**src/rtl/tone_gen_pkg.sv**
```systemverilog
// Shared constants, mixer helper and channel-action encoding for the
// multi-channel square-wave tone generator.
package tone_gen_pkg;

    localparam int DEF_NUM_CH = 4;
    localparam int DEF_CNT_W  = 12;
    localparam int POP_W      = 8;   // widest supported channel count

    // Per-channel update decision, listed in priority order.
    typedef enum logic [1:0] {
        ACT_DISABLE,
        ACT_SYNC,
        ACT_COUNT,
        ACT_RELOAD
    } ch_action_e;

    // Number of set bits; callers zero-extend the wave vector to POP_W.
    function automatic logic [3:0] popcount(input logic [POP_W-1:0] v);
        logic [3:0] n;
        n = '0;
        for (int i = 0; i < POP_W; i++) begin
            n += 4'(v[i]);
        end
        return n;
    endfunction

endpackage

```
**src/rtl/tone_channel.sv**
```systemverilog
// One tone channel: double-buffered half-period register, down-counter and
// square-wave flop. A new period only takes effect at the next reload.
module tone_channel
    import tone_gen_pkg::*;
#(
    parameter int CNT_W = DEF_CNT_W
) (
    input  logic             clk,
    input  logic             rst_n,
    input  logic             wr_hit,
    input  logic [CNT_W-1:0] wr_data,
    input  logic             en,
    input  logic             sync,
    output logic             wave
);

    logic [CNT_W-1:0] shadow;
    logic [CNT_W-1:0] cnt;
    ch_action_e       action;

    // NOTE: every always_comb output gets a default first so no latch is inferred.
    always_comb begin
        action = ACT_RELOAD;
        if (!en)
            action = ACT_DISABLE;
        else if (sync)
            action = ACT_SYNC;
        else if (cnt != '0)
            action = ACT_COUNT;
    end

    // NOTE: the period register is a plain flop bank, so it takes the async reset like any other state.
    always_ff @(posedge clk or negedge rst_n) begin
        if (!rst_n)
            shadow <= '0;
        else if (wr_hit)
            shadow <= wr_data;
    end

    // NOTE: non-blocking assignments so reload sees shadow as it was before this edge.
    always_ff @(posedge clk or negedge rst_n) begin
        if (!rst_n) begin
            cnt  <= '0;
            wave <= 1'b0;
        end else begin
            unique case (action)
                ACT_DISABLE: begin
                    cnt  <= '0;
                    wave <= 1'b0;
                end
                ACT_SYNC: begin
                    cnt  <= shadow;
                    wave <= 1'b0;
                end
                ACT_COUNT: cnt <= cnt - 1'b1;
                ACT_RELOAD: begin
                    cnt  <= shadow;
                    wave <= (shadow != '0) ? ~wave : 1'b0;
                end
            endcase
        end
    end

    // Decrement only ever happens from a non-zero count, so the counter cannot wrap.
    a_no_underflow: assert property (@(posedge clk) disable iff (!rst_n)
        (action == ACT_COUNT) |=> (cnt == $past(cnt) - 1'b1) && ($past(cnt) != '0));

endmodule

```
**src/rtl/multi_tone_gen.sv**
```systemverilog
// N-channel square-wave tone generator: write-address decode, channel array
// and a registered population-count mixer.
module multi_tone_gen
    import tone_gen_pkg::*;
#(
    parameter  int NUM_CH = DEF_NUM_CH,
    parameter  int CNT_W  = DEF_CNT_W,
    localparam int ADDR_W = $clog2(NUM_CH),
    localparam int MIX_W  = $clog2(NUM_CH + 1)
) (
    input  logic              clk,
    input  logic              rst_n,
    input  logic              wr_valid,
    input  logic [ADDR_W-1:0] wr_addr,
    input  logic [CNT_W-1:0]  wr_data,
    input  logic [NUM_CH-1:0] ch_en,
    input  logic              sync,
    output logic [NUM_CH-1:0] wave,
    output logic [MIX_W-1:0]  mix
);

    // Addresses at or beyond NUM_CH match no channel and are dropped.
    for (genvar i = 0; i < NUM_CH; i++) begin : g_ch
        logic wr_hit;
        assign wr_hit = wr_valid && (wr_addr == ADDR_W'(i));

        tone_channel #(
            .CNT_W (CNT_W)
        ) u_ch (
            .clk     (clk),
            .rst_n   (rst_n),
            .wr_hit  (wr_hit),
            .wr_data (wr_data),
            .en      (ch_en[i]),
            .sync    (sync),
            .wave    (wave[i])
        );
    end

    always_ff @(posedge clk or negedge rst_n) begin
        if (!rst_n)
            mix <= '0;
        else
            mix <= MIX_W'(popcount(POP_W'(wave)));
    end

endmodule

```
**config.mk**
```make
export PLATFORM = sky130hd
export DESIGN_NAME = multi_tone_gen
export DESIGN_NICKNAME = d
export VERILOG_FILES = /design/src/rtl/tone_gen_pkg.sv /design/src/rtl/tone_channel.sv /design/src/rtl/multi_tone_gen.sv
export SDC_FILE = /design/constraint.sdc
export NUM_CORES = 1
export LEC_CHECK = 0
export BUFFER_PORTS_ARGS = -buffer_cell sky130_fd_sc_hd__buf_2
export CAP_MARGIN = 10
export CELL_PAD_IN_SITES_DETAIL_PLACEMENT = 0
export CELL_PAD_IN_SITES_GLOBAL_PLACEMENT = 1
export CORE_UTILIZATION = 30
export DETAILED_ROUTE_END_ITERATION = 8
export GPL_TIMING_DRIVEN = 0
export PLACE_DENSITY_LB_ADDON = 0.1
export SYNTH_ARGS = -nofsm -noshare
export SYNTH_HDL_FRONTEND = slang
export SYNTH_SLANG_ARGS = --single-unit
```
**constraint.sdc**
```tcl
create_clock -name clk -period 5.15 [get_ports clk]
set_clock_uncertainty 0.15 [all_clocks]
set_input_delay 0.515 -clock clk [delete_from_list [all_inputs] [get_ports clk]]
set_output_delay 0.515 -clock clk [all_outputs]
set_load 0.01 [all_outputs]
```
==> impl_metrics.py <==
metrics = {
    "synth": {
        "ys_seq_elements": 103,
        "synthXorXnorAreaFrac_pct": 5.04,
        "synth-edff-count": 0,
        "ys_warn_count": 0,
        "syn_area_um2": 5030,
        "syn_inst": 423,
        "muxShareOfSynthArea_pct": 11.5,
        "synth_top_family_by_area": "simple AND/OR/NAND/NOR gates",
        "synth_top_area_share_pct": 51.2,
        "synth.distinct_cells": 57,
        "syn_nets": 453,
        "ys.flop_type": "dfrtp_1",
        "ys_seq_area_share_pct": 51.2,
        "async_reset_ff_share_pct": 100,
        "yosys-top-cells-area": "dfrtp_1, mux2_2, o2bb2ai_1",
        "avgSynthCellArea_um2": 11.9,
        "yosysTopAreaCell": "dfrtp_1",
        "synth-adder-area-share_pct": 2.14,
        "synth-compound-area-share_pct": 12.1,
        "synth-simple-area-share_pct": 14.7,
    },
    "floorplan": {
        "dieArea_um2": 17300,
        "initial_utilization_pct": 31.2,
        "ios": 29,
        "row_count": 46,
        "die_y_um": 132,
        "core-area_um2": 16100,
        "fp.dieW_um": 132,
    },
    "clock_tree": {
        "cts_tree": "yes",
        "ctsResizeCount": 0,
        "cts_htree_levels": 3,
        "clkTransAtPathRegs_ns": 0.07,
        "cts_num_sinks": 103,
        "post_cts_buffers": 0,
        "clock_tree.root_cell": "clkbuf_16",
        "cts-buffers-inserted": 9,
        "clkLatencyLatePin_ns": 0.35,
        "ctsHoldBuffers": 0,
        "cts_buffer_depth": 2,
    },
    "final_layout": {
        "layout_common_cells": "dfrtp_1, mux2_2, buf_2",
        "n_antenna_cell": 0,
        "layout_commonest_cell": "dfrtp_1",
        "drive_above_1_share_pct": 27.2,
        "fin_nets": 492,
        "fillers": 1614,
        "area_growth_pct": 15.4,
    },
    "run_status": {
        "outcome": "complete, no violations",
    },
    "timing": {
        "slew_violations": 0,
        "rsz0062_at_grt": "false",
        "max_slew_margin_pct": 54.7,
        "hold_viol_final": 0,
        "setup_viol": 0,
        "fmax_mhz": 471,
        "fin_tns_setup_ns": 0,
        "tightestPinTransition_ns": 0.679,
        "period_share_pct": 41.2,
        "fin_crit_ns": 2.12,
    },
    "global_route": {
        "first_global_vias": 3661,
        "antenna_found_initial": 0,
        "grt_pass1_wl_um": 20400,
        "grt_overflow": 0,
        "grt_max_degree": 57,
        "grt_usage_pct": 15.2,
    },
    "hold_path": {
        "worstHoldPathType": "in -> async",
    },
    "pwr": {
        "power_uw": 2560,
        "total_leakage_power_uw": 0.00244,
        "power_density_nw_per_um2": 440,
        "vdd_drop_max_mv": 0.162,
    },
    "drt": {
        "drc": 0,
        "wirelength_um": 12200,
        "top_layer": "met4",
        "vias_per_cell": 5.02,
        "drt_pass1_iterations": 4,
        "met3_length_um": 239,
        "vias": 3432,
        "wl_met1_um": 6110,
        "ant_nets": 0,
        "wl_met2_um": 5670,
        "routedWlPerCell_um": 17.9,
        "first_iter_violations": 145,
    },
    "worst_setup_path": {
        "worstSetupEndpointType": "flop",
        "slowest_stage": "nor3b_2",
        "start_kind": "flop",
        "crit_chain": "inv_1, ha_1, nor3b_2, a31oi_2, buf_2, nand3_1, o21ai_1",
        "critical_path_class": "reg -> reg",
        "cp_max_fo": 10,
        "cp_data_required_time_ns": 5.23,
        "cp.arrival_ns": 2.21,
        "cpPeakStageDelay_ns": 0.43,
    },
    "job": {
        "cap_violations": 0,
    },
    "placed_design": {
        "dp_hpwl_um": 8790,
        "io_buffers": 27,
        "place_congestion": 0.728,
    },
}
state kept, by name, indices dropped and copies added (netlist names):
signal,flops
g_ch.u_ch.cnt,48
g_ch.u_ch.shadow,48
g_ch.u_ch.wave,4
mix,3
worst paths after layout:
path | startpoint | end | slack [ns] | depth (start not counted)
max in group asynchronous | rst_n | g_ch[3].u_ch.cnt[6]$_DFF_PN0_ | 4.08 | 2
hold reg to reg | g_ch[1].u_ch.cnt[0]$_DFF_PN0_ | g_ch[1].u_ch.cnt[0]$_DFF_PN0_ | 0.36 | 1
hold / removal | rst_n | g_ch[2].u_ch.cnt[2]$_DFF_PN0_ | 0.05 | 1
setup / recovery | g_ch[0].u_ch.cnt[0]$_DFF_PN0_ | g_ch[0].u_ch.cnt[4]$_DFF_PN0_ | 3.03 | 7
setup reg to reg | g_ch[0].u_ch.cnt[0]$_DFF_PN0_ | g_ch[0].u_ch.cnt[4]$_DFF_PN0_ | 3.03 | 7
min in group clk | ch_en[1] | g_ch[1].u_ch.wave$_DFFE_PN0P_ | 0.25 | 3
routing by layer:
layer  vias up  track usage [%]
met5         -                0
met4         0             5.62
met3        13             2.35
met2        36             24.2
met1      1745             20.8
li1       1638                -
report_power, final:
group,switching [uW],total [uW],internal (uW)
Combinational,318,632,314
Sequential,175,1140,962
Clock,314,789,475
final cells by class:
class	count	area, um2	area share [%]
repair buffers	28	165	2.84
well taps	216	270	4.65
multi-input cells	284	2290	39.5
clock buffers	10	229	3.94
clock inverters	6	109	1.87
flip-flops and latches	103	2580	44.4
plain buffers	18	97.6	1.68
inverters	18	67.6	1.16
Yosys cell counts (all sizes together), types with 3 or more instances:
master and number:
dfrtp 103, mux2 48, nand2 23, o2bb2ai 23, nor2 20, nor4 20
inv 18, nand3 18, o21ai 16, xnor2 16, a21oi 15, buf 15
xor2 13, ha 7, nor3 6, nor3b 6, a31oi 4, mux2i 4
nand3b 4, or4 4, clkbuf 3, nand4b 3, nor2b 3, o221a 3
through the flow:
step	cell area, um2	utilization, %	setup WS (ns)	hold slack, ns	instances
5_1_grt	5810	36.0	2.81	0.109	683
2_1_floorplan	5030	-	3.35	0.0694	423
6_report	5810	36.0	3.03	0.0544	683
3_5_place_dp	5470	33.9	2.79	0.350	667
4_1_cts	5810	36.0	2.97	0.0788	683
3_3_place_gp	5440	33.8	2.09	0.349	666
worst max-delay path: cells and delay by family (launching register included):
| family | cells | cell delay (ns) |
|---|---|---|
| and+or+nand+nor | 2 | 0.53 |
| DFF | 1 | 0.42 |
| buffers and inverters | 2 | 0.37 |
| AOI/OAI and AO/OA | 2 | 0.36 |
| adders and majority gates | 1 | 0.18 |
kinds of logic (layout without fill, tap and decap cells):
logic type / Yosys count / in the layout
adder cells (fa/ha/maj): 8 / 8
multiplexers: 52 / 52
AND/OR/NAND/NOR: 114 / 114
buffers and inverters: 36 / 80
XOR/XNOR: 29 / 29
AO/OA/AOI/OAI: 81 / 81
flip-flops: 103 / 103
Note: power is estimated with default switching activity, not from simulation.
